<file path="config.mk">
export PLATFORM = sky130hd
export DESIGN_NAME = ds_operand_stage_flat
export DESIGN_NICKNAME = d
export VERILOG_FILES = /design/src/rtl/ds_pkg.sv /design/src/rtl/ds_operand_stage_if.sv /design/src/rtl/ds_fwd_select.sv /design/src/rtl/ds_operand_stage.sv /design/src/flat_wrapper.sv
export SDC_FILE = /design/constraint.sdc
export NUM_CORES = 1
export LEC_CHECK = 0
export ABC_CLOCK_PERIOD_IN_PS = 3250
export BUFFER_PORTS_ARGS = -buffer_cell sky130_fd_sc_hd__buf_2
export CORE_AREA = 2 2 161 163
export DETAILED_ROUTE_END_ITERATION = 8
export DIE_AREA = 0 0 163 165
export GPL_TIMING_DRIVEN = 0
export PLACE_DENSITY = 0.62
export SKIP_LAST_GASP = 1
export SYNTH_ARGS = -nofsm -noshare
export SYNTH_HDL_FRONTEND = slang
export SYNTH_SLANG_ARGS = --single-unit
</file>
<file path="constraint.sdc">
create_clock -name clk -period 3.25 [get_ports clk]
set_clock_uncertainty 0.1 [all_clocks]
set_input_delay 0 -clock clk [delete_from_list [all_inputs] [get_ports clk]]
set_output_delay 0 -clock clk [all_outputs]
set_load 0.01 [all_outputs]
</file>
<file path="src/rtl/ds_pkg.sv">
// Shared constants and slot field types for the decode-stage operand slot.
package ds_pkg;
  localparam int RA_WD = 5;
  localparam logic [RA_WD-1:0] REG_ZERO = 5'd0;

  typedef struct packed {
    logic             en;
    logic [RA_WD-1:0] addr;
  } src_t;
endpackage

</file>
<file path="src/rtl/ds_operand_stage_if.sv">
// Upstream decode bus into the operand slot: valid/allowin handshake plus payload and sources.
interface ds_operand_stage_if #(
  parameter int PAYLOAD_WD = 64
);
  import ds_pkg::*;

  logic                  in_valid;
  logic                  in_allowin;
  logic [PAYLOAD_WD-1:0] in_payload;
  logic                  in_src1_en;
  logic                  in_src2_en;
  logic [RA_WD-1:0]      in_src1_addr;
  logic [RA_WD-1:0]      in_src2_addr;

  modport master (
    output in_valid, in_payload, in_src1_en, in_src2_en, in_src1_addr, in_src2_addr,
    input  in_allowin
  );

  modport slave (
    input  in_valid, in_payload, in_src1_en, in_src2_en, in_src1_addr, in_src2_addr,
    output in_allowin
  );
endinterface

</file>
<file path="src/rtl/ds_fwd_select.sv">
// Priority forwarding matcher for one source operand; the youngest (lowest-index) producer wins.
module ds_fwd_select
  import ds_pkg::*;
#(
  parameter int NUM_FWD = 3,
  parameter int XLEN    = 32
) (
  input  logic                    en,
  input  logic [RA_WD-1:0]        addr,
  input  logic [NUM_FWD-1:0]      fwd_valid,
  input  logic [NUM_FWD-1:0]      fwd_ready,
  input  logic [RA_WD*NUM_FWD-1:0] fwd_dest,
  input  logic [XLEN*NUM_FWD-1:0] fwd_result,
  input  logic [XLEN-1:0]         rf_rdata,
  output logic [XLEN-1:0]         value,
  output logic                    blocked
);

  logic            hit;
  logic            hit_rdy;
  logic [XLEN-1:0] hit_val;

  // Scan oldest to youngest so the youngest match is the last one written.
  always_comb begin
    hit     = 1'b0;
    hit_rdy = 1'b0;
    hit_val = rf_rdata;
    for (int i = NUM_FWD - 1; i >= 0; i--) begin
      if (fwd_valid[i] && en && (addr != REG_ZERO) &&
          (fwd_dest[RA_WD*i +: RA_WD] == addr)) begin
        hit     = 1'b1;
        hit_rdy = fwd_ready[i];
        hit_val = fwd_result[XLEN*i +: XLEN];
      end
    end
  end

  assign value   = (hit && hit_rdy) ? hit_val : rf_rdata;
  assign blocked = hit && !hit_rdy;

endmodule

</file>
<file path="src/rtl/ds_operand_stage.sv">
// Decode-stage slot: holds one instruction, reads/forwards two operands, stalls on unready producers.
module ds_operand_stage
  import ds_pkg::*;
#(
  parameter int NUM_FWD    = 3,
  parameter int XLEN       = 32,
  parameter int PAYLOAD_WD = 64,
  parameter int CNT_WD     = 16
) (
  input  logic                     clk,
  input  logic                     reset,
  input  logic                     flush,
  ds_operand_stage_if.slave        up,
  output logic [RA_WD-1:0]         rf_raddr1,
  output logic [RA_WD-1:0]         rf_raddr2,
  input  logic [XLEN-1:0]          rf_rdata1,
  input  logic [XLEN-1:0]          rf_rdata2,
  input  logic [NUM_FWD-1:0]       fwd_valid,
  input  logic [NUM_FWD-1:0]       fwd_ready,
  input  logic [RA_WD*NUM_FWD-1:0] fwd_dest,
  input  logic [XLEN*NUM_FWD-1:0]  fwd_result,
  output logic                     out_valid,
  input  logic                     out_allowin,
  output logic [PAYLOAD_WD-1:0]    out_payload,
  output logic [XLEN-1:0]          out_src1,
  output logic [XLEN-1:0]          out_src2,
  output logic [CNT_WD-1:0]        stall_cnt
);

  function automatic logic [CNT_WD-1:0] sat_inc(input logic [CNT_WD-1:0] c);
    return (&c) ? c : c + CNT_WD'(1);
  endfunction

  logic                  vld_p1_d, vld_p1_q;
  logic [PAYLOAD_WD-1:0] payload_p1_d, payload_p1_q;
  src_t                  src1_p1_d, src1_p1_q;
  src_t                  src2_p1_d, src2_p1_q;
  logic [CNT_WD-1:0]     stall_cnt_d, stall_cnt_q;

  logic blk1, blk2, stall, ready_go, accept;

  ds_fwd_select #(.NUM_FWD(NUM_FWD), .XLEN(XLEN)) u_sel1 (
    .en(src1_p1_q.en), .addr(src1_p1_q.addr),
    .fwd_valid(fwd_valid), .fwd_ready(fwd_ready), .fwd_dest(fwd_dest),
    .fwd_result(fwd_result), .rf_rdata(rf_rdata1),
    .value(out_src1), .blocked(blk1)
  );

  ds_fwd_select #(.NUM_FWD(NUM_FWD), .XLEN(XLEN)) u_sel2 (
    .en(src2_p1_q.en), .addr(src2_p1_q.addr),
    .fwd_valid(fwd_valid), .fwd_ready(fwd_ready), .fwd_dest(fwd_dest),
    .fwd_result(fwd_result), .rf_rdata(rf_rdata2),
    .value(out_src2), .blocked(blk2)
  );

  assign stall         = vld_p1_q && (blk1 || blk2);
  assign ready_go      = vld_p1_q && !stall;
  assign out_valid     = ready_go && !flush;
  assign up.in_allowin = !vld_p1_q || (ready_go && out_allowin);
  assign accept        = up.in_valid && up.in_allowin && !flush;

  // p0 -> p1: slot capture on acceptance; operands are re-resolved every cycle, never latched
  always_comb begin
    vld_p1_d     = vld_p1_q;
    payload_p1_d = payload_p1_q;
    src1_p1_d    = src1_p1_q;
    src2_p1_d    = src2_p1_q;
    stall_cnt_d  = stall_cnt_q;
    if (flush) begin
      vld_p1_d = 1'b0;
    end else if (up.in_allowin) begin
      vld_p1_d = up.in_valid;
    end
    if (accept) begin
      payload_p1_d = up.in_payload;
      src1_p1_d    = '{en: up.in_src1_en, addr: up.in_src1_addr};
      src2_p1_d    = '{en: up.in_src2_en, addr: up.in_src2_addr};
    end
    if (stall && !flush) begin
      stall_cnt_d = sat_inc(stall_cnt_q);
    end
  end

  always_ff @(posedge clk) begin
    if (reset) begin
      vld_p1_q     <= 1'b0;
      payload_p1_q <= '0;
      src1_p1_q    <= '0;
      src2_p1_q    <= '0;
      stall_cnt_q  <= '0;
    end else begin
      vld_p1_q     <= vld_p1_d;
      payload_p1_q <= payload_p1_d;
      src1_p1_q    <= src1_p1_d;
      src2_p1_q    <= src2_p1_d;
      stall_cnt_q  <= stall_cnt_d;
    end
  end

  assign out_payload = payload_p1_q;
  assign rf_raddr1   = src1_p1_q.addr;
  assign rf_raddr2   = src2_p1_q.addr;
  assign stall_cnt   = stall_cnt_q;

endmodule

</file>
<file path="src/flat_wrapper.sv">
// flat-port wrapper written by rule: the top's interface ports become plain ports
module ds_operand_stage_flat import ds_pkg::*;
#(
  parameter int NUM_FWD    = 3,
  parameter int XLEN       = 32,
  parameter int PAYLOAD_WD = 64,
  parameter int CNT_WD     = 16
)
  (clk, reset, flush, rf_raddr1, rf_raddr2, rf_rdata1, rf_rdata2, fwd_valid, fwd_ready, fwd_dest, fwd_result, out_valid, out_allowin, out_payload, out_src1, out_src2, stall_cnt, up_in_valid, up_in_payload, up_in_src1_en, up_in_src2_en, up_in_src1_addr, up_in_src2_addr, up_in_allowin);
  ds_operand_stage_if #(.PAYLOAD_WD(PAYLOAD_WD)) up_i ();
  input  logic clk;
  input  logic reset;
  input  logic flush;
  output logic [RA_WD-1:0] rf_raddr1;
  output logic [RA_WD-1:0] rf_raddr2;
  input  logic [XLEN-1:0] rf_rdata1;
  input  logic [XLEN-1:0] rf_rdata2;
  input  logic [NUM_FWD-1:0] fwd_valid;
  input  logic [NUM_FWD-1:0] fwd_ready;
  input  logic [RA_WD*NUM_FWD-1:0] fwd_dest;
  input  logic [XLEN*NUM_FWD-1:0] fwd_result;
  output logic out_valid;
  input  logic out_allowin;
  output logic [PAYLOAD_WD-1:0] out_payload;
  output logic [XLEN-1:0] out_src1;
  output logic [XLEN-1:0] out_src2;
  output logic [CNT_WD-1:0] stall_cnt;
  input wire logic [$bits(up_i.in_valid)-1:0] up_in_valid;
  input wire logic [$bits(up_i.in_payload)-1:0] up_in_payload;
  input wire logic [$bits(up_i.in_src1_en)-1:0] up_in_src1_en;
  input wire logic [$bits(up_i.in_src2_en)-1:0] up_in_src2_en;
  input wire logic [$bits(up_i.in_src1_addr)-1:0] up_in_src1_addr;
  input wire logic [$bits(up_i.in_src2_addr)-1:0] up_in_src2_addr;
  output wire logic [$bits(up_i.in_allowin)-1:0] up_in_allowin;
  assign up_i.in_valid = up_in_valid;
  assign up_i.in_payload = up_in_payload;
  assign up_i.in_src1_en = up_in_src1_en;
  assign up_i.in_src2_en = up_in_src2_en;
  assign up_i.in_src1_addr = up_in_src1_addr;
  assign up_i.in_src2_addr = up_in_src2_addr;
  assign up_in_allowin = up_i.in_allowin;
  ds_operand_stage #(.NUM_FWD(NUM_FWD), .XLEN(XLEN), .PAYLOAD_WD(PAYLOAD_WD), .CNT_WD(CNT_WD)) u_core (.clk(clk), .reset(reset), .flush(flush), .up(up_i), .rf_raddr1(rf_raddr1), .rf_raddr2(rf_raddr2), .rf_rdata1(rf_rdata1), .rf_rdata2(rf_rdata2), .fwd_valid(fwd_valid), .fwd_ready(fwd_ready), .fwd_dest(fwd_dest), .fwd_result(fwd_result), .out_valid(out_valid), .out_allowin(out_allowin), .out_payload(out_payload), .out_src1(out_src1), .out_src2(out_src2), .stall_cnt(stall_cnt));
endmodule
</file>
# Yosys cells after proc, flatten, opt, wreduce, memory -nomap -nowiden

Cells that the tools add are included.

Output and inout port bits: 156
Flip-flop bits (word level): 93
Logic and storage cells: 76
Input bits: 262

Add/sub/neg operators: 1
Multiplexer cells: 20
Equal/unequal tests: 6
Reduce and logical (&&, ||, !) cells: 41
Bitwise gates (word level): 1

Operators with widths:

| kind                                                             | count |
|---|---|
| 32-bit two-way mux                                               | 8 |
| 5-bit equality test                                              | 6 |
| 1-bit logical AND                                                | 29 |
| 16-bit by 1-bit adder with 16-bit output (second input constant) | 1 |
| 16-bit AND reduction                                             | 1 |
| 1-bit two-way mux                                                | 12 |
| 5-bit nonzero test                                               | 2 |
| 1-bit zero test                                                  | 5 |
| 1-bit logical OR                                                 | 2 |
| 2-bit AND reduction                                              | 1 |
| 2-bit OR reduction                                               | 1 |
| 1-bit NOT                                                        | 1 |

# Longest topological paths before layout

Gate-level depths: netlist (run 1).

Word-level depth: 16
Mapped depth: 11
Mapped depth without buffers: 8

# Hierarchy

Synthesis (run 1) repeated with hierarchy kept, for this count alone.

Cell total of the unflattened synthesis: 870
Area total of the unflattened synthesis: 6492.5 um^2

By module, submodules not included:

| module           | seq. area each (um^2) | instances | cells an instance | area each (um^2) |
|---|---|---|---|---|
| ds_operand_stage | 1861.8                | 1         | 448               | 3567.2 |
| ds_fwd_select    | 0.0                   | 2         | 211               | 1462.7 |

# Least setup slack after synthesis (run 1)

No wires, ideal clock.

Path type: reg-to-reg
From: reg u_core.src1_p1_q, in the netlist u_core.rf_raddr1[2]
To: reg u_core.stall_cnt_q[15], in the netlist u_core.stall_cnt[15]
Slack: 525 ps
Buffers on the path: 1
Stages on the path, launching flop included: 9
Required time: 3029 ps
Clock period less this slack: 2725 ps
Arrival time: 2504 ps
Setup time: 121 ps
Path through: dfxtp_1 -> or4_1 -> nor2_1 -> nor3_1 -> a311oi_2 -> o221a_2 -> buf_4 -> nor4_1 -> mux2_2

Word-level cells in the longest chain between the ends: 12
Elaborated cells between the ends (all ways): 22
Classes of those cells: eq/ne (3); mux (6); reduce/logical (13)

RTL lines:

| element                                  | line                   | RTL |
|---|---|---|
| start: declaration                       | ds_operand_stage.sv:36 | `src_t src1_p1_d, src1_p1_q;` |
| start signal: assignment                 | ds_operand_stage.sv:94 | `src1_p1_q <= src1_p1_d;` |
| 5-bit nonzero test                       | ds_fwd_select.sv:29    | `if (fwd_valid[i] && en && (addr != REG_ZERO) &&` |
| 1-bit logical AND (2 in a row)           | ds_fwd_select.sv:29    |  |
| 1-bit two-way mux (3 in a row)           | ds_fwd_select.sv:29    |  |
| 1-bit zero test                          | ds_fwd_select.sv:39    | `assign blocked = hit && !hit_rdy;` |
| 1-bit logical AND (*)                    | ds_fwd_select.sv:39    |  |
| 1-bit logical OR (*)                     | ds_operand_stage.sv:56 | `assign stall = vld_p1_q && (blk1 \|\| blk2);` |
| 1-bit logical AND (*)                    | ds_operand_stage.sv:56 |  |
| 1-bit logical AND (*)                    | ds_operand_stage.sv:79 | `if (stall && !flush) begin` |
| 2-bit AND reduction (no source line) (*) | --                     |  |
| end signal: assignment                   | ds_operand_stage.sv:96 | `stall_cnt_q <= stall_cnt_d;` |
| end: declaration                         | ds_operand_stage.sv:38 | `logic [CNT_WD-1:0] stall_cnt_d, stall_cnt_q;` |

Mark *: on every way between the ends. The rest lies on a longest branch, timed or not.
A chain may end at the register's enable or synchronous reset.

# Worst setup path in the final report (run 1)

From: reg u_core.src1_p1_q, in the netlist u_core.rf_raddr1[1]
To: out out_src1[0]

Word-level cells in the longest chain between the ends: 8
Elaborated cells between the ends (all ways): 21
Classes of those cells: eq/ne (3); mux (10); reduce/logical (8)

RTL lines:

| element                        | line                | RTL |
|---|---|---|
| 5-bit nonzero test             | ds_fwd_select.sv:29 |  |
| 1-bit logical AND (2 in a row) | ds_fwd_select.sv:29 |  |
| 1-bit two-way mux (3 in a row) | ds_fwd_select.sv:29 |  |
| 1-bit logical AND              | ds_fwd_select.sv:38 | `assign value = (hit && hit_rdy) ? hit_val : rf_rdata;` |
| 32-bit two-way mux (*)         | ds_fwd_select.sv:38 |  |
| end: declaration               | flat_wrapper.sv:25  | `output logic [XLEN-1:0] out_src1;` |

Marked as above.

==> out/qor.csv, run 1 <==
metric,value,unit
outcome,completed,
portBuffers,416,
crit_path_start,u_core.rf_raddr1[1],
cts_root_buf,clkbuf_16,
die_w,163,um
rsz0062_at_grt,true,
fillCellCount,2556,
numCtsBuffers,9,
synthesis.area,6920,um^2
cp.arrival,3.09,ns
grt-ovfl-total,0,
critPathMaxStageDelay,0.56,ns
critPathRequiredTime,3.15,ns
max_freq,0.313,GHz
clock_latency,0.33,ns
finalSetupViolCount,0,
max-vdd-ir-drop,0.000304,V
synthCells,874,
yosys.cell_types.count,53,
place_congestion,0.967,
final_common_cell,buf_2,
drv_cap,0,
drt-initial-drc-count,527,
drt-total-wl,33.0,mm
antenna_found_initial,9,
max-clock-path-buffers,2,
powerDensity,291,nW/um^2
fin_ws,0.0569,ns
path_clk_slew,0.08,ns
cpLargestDelayFamily,simple AND/OR/NAND/NOR gates,
cts_tree,built,
first_pass_iters,5,
min_period,3.19,ns
worst_setup_path_end_kind,output pin,
die_h,165,um
vias_per_cell,5.04,
finalHoldViolCount,0,
dp_hpwl,25.8,mm
drt_drc_violations_left,0,
crit_type,reg2out,
fp-row-count,58,
core_area,25000,um^2
worstPathMaxFanout,10,
dp.cells,1620,
die_area,26900,um^2
cp_slowest_cell,or4_4,
hp-class,in2reg,
h-tree-depth,3,
cts.sinks,93,
async_flop_share,0,%
crit_path_start_kind,flip-flop,
fin_cells,1730,
drive_gt1_share,37.5,%
synth_nets,1137,
whs,0.0653,ns
cp_num_buf_inv,5,
final_cell_mix,"buf_2 (430), nand2b_1 (152), mux2i_1 (109), dfxtp_1 (85), dlygate4sd3_1 (78)",
r2r-start,u_core.rf_raddr1[1],
wl_per_cell,19.1,um
slew_headroom,55.8,%
postRouteAntennaNets,0,
crit_top_cell,buf_4,
slew_violations,0,
hp-start,reset,
synthFlopType,dfxtp_1,
crit_chain,or4_4 -> nor2_4 -> nor3_4 -> buf_4 -> buf_4 -> and3_1 -> o31ai_4 -> buf_4 -> clkbuf_4 -> nand2_1 -> o21ai_0 -> buf_2,
fin_nets,1653,
track_usage,23.3,%
yosysWarnings,0,
initial_core_util,27.6,%
leakagePower,4.94,nW
grt_pass1_vias,8825,
period_share,98.3,%
areaGrowthSynthToFinish,56.5,%
seq_area_frac_synth,26.9,%
worstMarginPinSlew,0.662,ns
via_count,8714,
synth_seq_cells,93,
grt_pass1_wl,49.0,mm
pre_cts_ws,-0.405,ns
avgSynthCellArea,7.91,um^2
synth_edf_count,0,
ios,418,
grt_max_degree,17,
[state kept, by name (all words and copies together), names as in the netlist]
signal	cells
u_core.out_payload	64
u_core.rf_raddr1	5
u_core.rf_raddr2	5
u_core.src1_p1_q	1
u_core.src2_p1_q	1
u_core.stall_cnt	16
u_core.vld_p1_q	1
[stage by stage]
step           utilization, %  total power [mW]  TNS (ns)  instance area [um^2]
2_1_floorplan               -              1.56         0                  6920
3_3_place_gp             37.6              1.91    -44.10                  9410
3_5_place_dp             37.6              1.92    -13.91                  9420
4_1_cts                  42.7              3.15  -0.00137                 10700
5_1_grt                  43.2              3.28   -0.0692                 10800
6_report                 43.2              3.15         0                 10800
[per-layer routing]
metal / track usage (%) / part of all wire, %
met5: 0 / 0.10
met3: 6.18 / 8.4
met2: 42.8 / 51
met1: 24.9 / 37
met4: 10.9 / 3.4
[cells in the mapped netlist (7+ instances only)]
library cell    n  area, um^2
o31ai_1        28         210
buf_2           8        40.0
a21oi_1        39         195
nand2_1        79         297
a211oi_1       32         240
xnor2_1        16         140
xor2_1         15         131
clkbuf_1       51         191
nor2b_1         8        50.1
a221oi_1       27         236
nor2_1         73         274
mux2i_1       109        1090
dfxtp_1        93        1860
nand2b_1      152         951
nor4_1          8        50.1
nand3_1        10        50.1
buf_1           7        26.3
o21ai_0        47         235
[cells by family (layout without fill, tap and decap cells)]
logic type	Yosys count	count (layout)	synth area share [%]
mux	115	115	16.8
other cells	0	6	0
fa+ha+maj	1	1	0.181
xor+xnor	31	31	3.93
simple gates	358	358	27.0
compound gates	195	195	19.7
buf+inv	81	601	5.52
flops	93	93	26.9
[worst min-delay path: stages]
cell      delay (ns)
clkbuf_1        0.17
nand2b_1        0.18
mux2i_1         0.12
[what timing repair did]
| action | in CTS | in global routing |
|---|---|---|
| hold endpoints to repair | 77 | 0 |
| setup endpoints to repair | 118 | 102 |
| hold buffers | 78 | 0 |
| buffers inserted | 6 | 5 |
| resized for setup | 44 | 45 |
| pin swaps | 3 | 3 |
[cell type report]
type	count	area, um^2	area share (%)
Multi-Input combinational cell	700	4800	44.3
Timing Repair Buffer	505	2950	27.2
Sequential cell	93	1870	17.3
Buffer	75	438	4.05
Tap cell	330	413	3.81
Clock buffer	9	225	2.08
Clock inverter	6	93.8	0.867
Inverter	6	22.5	0.208
Antenna cell	6	15.0	0.139
[worst paths after layout]
| check | to | slack [ns] | cells after the start |
|---|---|---|---|
| worst min-delay path | u_core.out_payload[28] | 0.07 | 3 |
| worst min register to register | u_core.out_payload[7] | 0.37 | 2 |
| worst max-delay path | out_src1[0] | 0.06 | 12 |
| worst max register to register | u_core.rf_raddr2[0] | 0.13 | 11 |
[power by group]
part           switching (mW)  internal (mW)  total [mW]
registers              0.0408           1.19        1.23
clock network           0.468          0.678        1.15
logic                   0.368          0.401       0.769
Note: power is estimated with default switching activity, not from simulation.
==> run 2, diff against run 1 <==
--- a/config.mk
+++ b/config.mk
@@ -11,6 +11,7 @@
 export DETAILED_ROUTE_END_ITERATION = 8
 export DIE_AREA = 0 0 163 165
 export GPL_TIMING_DRIVEN = 0
+export HOLD_SLACK_MARGIN = 0.08
 export PLACE_DENSITY = 0.62
 export SKIP_LAST_GASP = 1
 export SYNTH_ARGS = -nofsm -noshare
==> run 2 against run 1 <==
  * Utilization is 1.1 points higher
  * Combinational power up 4.2%
  * Clock-buffer cell count unchanged
  * Critical path depth unchanged
  * Cell count increased by 1.6%
  * Sequential share of layout area down 0.42 points
  * Sequential power about the same
  * Via count rose by 2.1%
  * Total power grew 1.3%
  * Largest cell class unchanged
  * Largest power group unchanged
==> out/qor.csv, run 2 (synthesized netlist as in run 1, its figures left out) <==
metric,value,unit,change
cts_root_buf,clkbuf_16,,unchanged
drt-total-wl,34.1,mm,was 33.0 mm
outcome,completed,,unchanged
track_usage,24.0,%,was 23.3%
max_freq,0.315,GHz,was 0.313 GHz
fin_nets,1680,,was 1653
fin_util,44.3,%,was 43.2%
fin_ws,0.0740,ns,was 0.0569 ns
finalSetupViolCount,0,,unchanged
initial_core_util,27.6,%,unchanged
rsz0062_at_grt,true,,unchanged
grt_pass1_vias,8995,,was 8825
grt-ovfl-total,0,,unchanged
die_area,26900,um^2,unchanged
wl_per_cell,19.4,um,was 19.1 um
slew_headroom,57.1,%,was 55.8%
drive_gt1_share,36.9,%,was 37.5%
fillCellCount,2517,,was 2556
die_h,165,um,unchanged
ios,418,,unchanged
core_area,25000,um^2,unchanged
finalHoldViolCount,0,,unchanged
crit_path_start,u_core.rf_raddr1[1],,unchanged
vias_per_cell,5.06,,was 5.04
numCtsBuffers,9,,unchanged
hp-class,in2reg,,unchanged
multiInputGateArea,4800,um^2,about the same
grt_max_degree,17,,unchanged
portBuffers,416,,unchanged
clock_latency,0.33,ns,about the same
setup_tns,0,ns,unchanged
crit_chain,or4_4 -> nor2_4 -> nor3_4 -> buf_4 -> buf_4 -> and3_1 -> o31ai_4 -> buf_4 -> buf_4 -> nand2_1 -> o21ai_0 -> buf_2,,was or4_4 -> nor2_4 -> nor3_4 -> buf_4 -> buf_4 -> and3_1 -> o31ai_4 -> buf_4 -> clkbuf_4 -> nand2_1 -> o21ai_0 -> buf_2
critPathRequiredTime,3.15,ns,about the same
cp_slowest_cell,or4_4,,unchanged
cp.depth,12,,unchanged
cts.sinks,93,,unchanged
drt-initial-drc-count,549,,was 527
final_cell_mix,"buf_2 (430), nand2b_1 (152), mux2i_1 (108), dlygate4sd3_1 (104), dfxtp_1 (85)",,"was buf_2 (430), nand2b_1 (152), mux2i_1 (109), dfxtp_1 (85), dlygate4sd3_1 (78)"
period_share,97.7,%,was 98.3%
cts_tree,built,,unchanged
drv_cap,0,,unchanged
max-vdd-ir-drop,0.000312,V,was 0.000304 V
leakagePower,5.02,nW,was 4.94 nW
crit_type,reg2out,,unchanged
cpLargestDelayFamily,simple AND/OR/NAND/NOR gates,,unchanged
areaGrowthSynthToFinish,60.4,%,was 56.5%
worstPathMaxFanout,10,,unchanged
rrSetupSlack,0.10,ns,was 0.13 ns
min_period,3.18,ns,was 3.19 ns
via_count,8896,,was 8714
worstMarginPinSlew,0.644,ns,was 0.662 ns
largest_register_ffs,64,,unchanged
final_common_cell,buf_2,,unchanged
crit_path_start_kind,flip-flop,,unchanged
cp.arrival,3.08,ns,was 3.09 ns
h-tree-depth,3,,unchanged
path_clk_slew,0.07,ns,was 0.08 ns
r2r-start,u_core.rf_raddr1[1],,unchanged
hp-start,reset,,unchanged
drt_drc_violations_left,0,,unchanged
seq_area,1870,um^2,unchanged
dp_hpwl,25.8,mm,unchanged
power,3.19,mW,was 3.15 mW
cp_num_buf_inv,5,,unchanged
powerDensity,287,nW/um^2,was 291 nW/um^2
whs,0.0806,ns,was 0.0653 ns
fp-row-count,58,,unchanged
antenna_found_initial,9,,unchanged
place_congestion,0.967,,unchanged
pre_cts_ws,-0.405,ns,unchanged
critPathMaxStageDelay,0.56,ns,about the same
crit_top_cell,buf_4,,unchanged
ff2ff_path_depth,11,,unchanged
worst_setup_path_end_kind,output pin,,unchanged
die_w,163,um,unchanged
slew_violations,0,,unchanged
worstHoldPathCells,3,,unchanged
first_pass_iters,5,,unchanged
grt_pass1_wl,50.2,mm,was 49.0 mm
max-clock-path-buffers,2,,unchanged
postRouteAntennaNets,0,,unchanged
[run 2: layout make-up]
cell class / instances / share of cell area [%]
multi-input combinational: 700 / 43.3
buffer: 75 / 3.95
sequential: 93 / 16.9
clock buffer: 9 / 2.03
timing repair buffer: 532 / 29.0
clock inverter: 6 / 0.846
inverter: 6 / 0.203
tap: 330 / 3.72
antenna: 6 / 0.135
[run 2: metal layers]
layer	GRT usage, %	share of wire, %	vias up
li1	-	-	4185
met1	25.7	38	4209
met2	43.8	50	430
met3	6.30	8.0	66
met4	11.4	3.5	6
met5	0	0.097	-
[run 2: where the power goes]
group          switching (mW)  internal (mW)
Combinational           0.378          0.423
Clock                   0.476          0.678
Sequential             0.0422           1.19
Total                   0.897           2.29
[run 2: worst paths after layout]
| check | to |
|---|---|
| worst max-delay path | out_src1[0] |
| worst min-delay path | u_core.out_payload[37] |
| worst max register to register | u_core.out_payload[53] |
| worst min register to register | u_core.out_payload[7] |
[run 2: metrics by stage]
stage	cell area, um^2	cells
6_report	11100	1757
5_1_grt	11100	1756
4_1_cts	11000	1745
3_5_place_dp	9420	1620
3_3_place_gp	9410	1620
2_1_floorplan	6920	874
[run 2: repair_timing]
item / in CTS / in global routing
hold endpoints to repair: 78 / 0
endpoints found under the setup margin: 118 / 102
hold buffers: 104 / 0
resized for setup: 44 / 47
pin swaps: 3 / 3
setup buffers: 6 / 6
[run 2: tightest hold or removal path, cell delays in order]
cell	delay, ns
clkbuf_1	0.17
nand2b_1	0.19
mux2i_1	0.11
==> run 3, diff against run 2 <==
--- a/config.mk
+++ b/config.mk
@@ -12,7 +12,6 @@
 export DIE_AREA = 0 0 163 165
 export GPL_TIMING_DRIVEN = 0
 export HOLD_SLACK_MARGIN = 0.08
-export PLACE_DENSITY = 0.62
 export SKIP_LAST_GASP = 1
 export SYNTH_ARGS = -nofsm -noshare
 export SYNTH_HDL_FRONTEND = slang
==> run 3 against run 2 <==
  * Global-route usage decreased by 0.23 points
  * Utilization shrank 0.36 points
  * Combinational power down 0.9%
  * First-iteration DRC count is 29% higher
  * Critical path type unchanged
  * Critical endpoint is now out_src2[21]
  * Largest power group unchanged
==> out/qor.csv, run 3 (synthesized netlist as in run 1, its figures left out) <==
metric,value,unit,change
intPower,2.29,mW,about the same
crit_chain,or4_1 -> o21a_1 -> and3_1 -> buf_2 -> a22o_1 -> buf_6 -> clkbuf_4 -> o31ai_2 -> buf_2,,was or4_4 -> nor2_4 -> nor3_4 -> buf_4 -> buf_4 -> and3_1 -> o31ai_4 -> buf_4 -> buf_4 -> nand2_1 -> o21ai_0 -> buf_2
fin_util,44.0,%,was 44.3%
placed_area,9420,um^2,unchanged
max-vdd-ir-drop,0.000254,V,was 0.000312 V
fillCellCount,2561,,was 2517
powerDensity,290,nW/um^2,was 287 nW/um^2
finalSetupViolCount,0,,unchanged
die_area,26900,um^2,unchanged
fp-row-count,58,,unchanged
hp-start,reset,,unchanged
first_pass_iters,7,,was 5
final_area,11000,um^2,was 11100 um^2
drt_drc_violations_left,0,,unchanged
seq_area,1870,um^2,about the same
fin_cells,1750,,was 1757
p_switching,906,uW,was 897 uW
path_clk_slew,0.07,ns,about the same
reg2reg_to,u_core.out_payload[45],,was u_core.out_payload[53]
cts_root_buf,clkbuf_16,,unchanged
postRouteAntennaNets,0,,unchanged
areaGrowthSynthToFinish,59.1,%,was 60.4%
core_area,25000,um^2,unchanged
numCtsBuffers,9,,unchanged
whs,0.0916,ns,was 0.0806 ns
hp-class,in2reg,,unchanged
grt-ovfl-total,0,,unchanged
grt_pass1_vias,8978,,was 8995
slew_headroom,54.1,%,was 57.1%
drv_cap,0,,unchanged
p_clk_share,36.7,%,was 36.2%
grt_max_degree,17,,unchanged
dp_hpwl,25.8,mm,about the same
max-clock-path-buffers,2,,unchanged
leakagePower,4.98,nW,was 5.02 nW
via_count,8813,,was 8896
finalHoldViolCount,0,,unchanged
place_congestion,0.940,,was 0.967
min_period,3.17,ns,was 3.18 ns
worst_setup_path_end_kind,output pin,,unchanged
final_common_cell,buf_2,,unchanged
max_freq,0.315,GHz,about the same
critPathRequiredTime,3.15,ns,about the same
crit_path_start_kind,flip-flop,,unchanged
die_w,163,um,unchanged
worstMarginPinSlew,0.689,ns,was 0.644 ns
worstHoldPathCells,4,,was 3
h-tree-depth,3,,unchanged
cp.arrival,3.07,ns,was 3.08 ns
crit_type,reg2out,,unchanged
cp_slowest_cell,or4_1,,was or4_4
fin_ws,0.0773,ns,was 0.0740 ns
worstPathMaxFanout,10,,unchanged
drive_gt1_share,36.4,%,was 36.9%
antenna_found_initial,7,,was 9
rsz0062_at_grt,false,,was true
ff2ff_path_depth,10,,was 11
largest_register_ffs,64,,unchanged
r2r-start,u_core.rf_raddr2[1],,was u_core.rf_raddr1[1]
min_to,u_core.stall_cnt[11],,was u_core.out_payload[37]
initial_core_util,27.6,%,unchanged
portBuffers,416,,unchanged
wl_per_cell,19.2,um,was 19.4 um
grt_pass1_wl,49.7,mm,was 50.2 mm
multiInputGateArea,4780,um^2,was 4800 um^2
rrSetupSlack,0.20,ns,was 0.10 ns
pwr-share-seq,38.5,%,was 38.7%
outcome,completed,,unchanged
crit_top_cell,buf_2,,was buf_4
drt-initial-drc-count,709,,was 549
switching_share,28.3,%,was 28.1%
critPathMaxStageDelay,0.56,ns,about the same
dp.cells,1620,,unchanged
die_h,165,um,unchanged
pre_cts_ws,-0.409,ns,was -0.405 ns
cpLargestDelayFamily,compound AO/OA/AOI/OAI gates,,was simple AND/OR/NAND/NOR gates
vias_per_cell,5.04,,was 5.06
combPwrFrac,24.8,%,was 25.1%
slew_violations,0,,unchanged
ios,418,,unchanged
clock_latency,0.34,ns,was 0.33 ns
fin_nets,1674,,was 1680
final_cell_mix,"buf_2 (428), nand2b_1 (152), mux2i_1 (109), dlygate4sd3_1 (104), dfxtp_1 (84)",,"was buf_2 (430), nand2b_1 (152), mux2i_1 (108), dlygate4sd3_1 (104), dfxtp_1 (85)"
cts_tree,built,,unchanged
cp_num_buf_inv,4,,was 5
cts.sinks,93,,unchanged
period_share,97.6,%,was 97.7%
track_usage,23.7,%,was 24.0%
drt-total-wl,33.6,mm,was 34.1 mm
==> run 3: cell count changes in the layout (fill, tap and decap cells not counted), sizes merged <==
cell      before  now
clkbuf        53   59
clkinvlp       1    0
buf          459  448
diode          6    4
clkinv         1    2
==> run 3: what timing repair did <==
| action | CTS | global route |
|---|---|---|
| endpoints found under the setup margin | 157 | 115 |
| endpoints found under the hold margin | 79 | 0 |
| gates resized for setup | 39 | 31 |
| hold buffers | 104 | 0 |
| pin swaps | 2 | 3 |
| setup buffers | 3 | 4 |
==> run 3: worst register-to-register path, cell delays in order (launching register included) <==
cell      delay, ns
dfxtp_2        0.37
or4_1          0.56
o21a_1         0.23
and4_1         0.21
buf_2          0.19
a32oi_4        0.30
o211ai_4       0.15
a21oi_4        0.21
buf_4          0.18
buf_4          0.23
mux2i_1        0.26
==> run 3: cell type report <==
type / count / area share [%]
flip-flops and latches: 93 / 17.0
clock buffers: 10 / 2.08
plain buffers: 74 / 3.71
inverters: 6 / 0.205
multi-input cells: 700 / 43.4
well taps: 330 / 3.75
clock inverters: 6 / 0.853
diodes: 4 / 0.0909
repair buffers: 527 / 28.9
==> run 3: metrics by stage <==
stage / power, mW / TNS (ns)
3_3_place_gp: 1.91 / -47.80
3_5_place_dp: 1.92 / -18.06
6_report: 3.20 / 0
4_1_cts: 3.21 / 0
5_1_grt: 3.33 / 0
2_1_floorplan: 1.56 / 0
==> run 3: worst max path at each step <==
stage	slack, ns	start	depth (start not counted)	end
final	0.08	u_core.rf_raddr2[1]	9	out_src2[21]
after floorplan	0.53	u_core.rf_raddr1[2]	8	u_core.stall_cnt[15]
after detailed placement	-0.41	u_core.rf_raddr1[4]	8	u_core.stall_cnt[15]
after global routing	0.002	u_core.rf_raddr2[1]	9	out_src2[19]
after global placement	-0.78	u_core.rf_raddr2[4]	9	out_src2[19]
after CTS	0.0005	u_core.rf_raddr2[1]	9	out_src2[21]
==> run 3: power by group through the flow <==
stage,clock network (mW),logic [mW],registers [mW]
after floorplan,0,0.295,1.27
after global placement,0,0.661,1.25
after detailed placement,0,0.670,1.25
after CTS,1.20,0.778,1.23
after global routing,1.24,0.856,1.24
final,1.17,0.794,1.23
==> run 3: metal layers <==
metal,up-vias,wire [um],global-route usage (%)
li1,4169,-,-
met1,4123,12700,25.6
met2,441,16900,43.8
met3,72,2630,5.65
met4,8,1320,10.9
met5,-,62,0
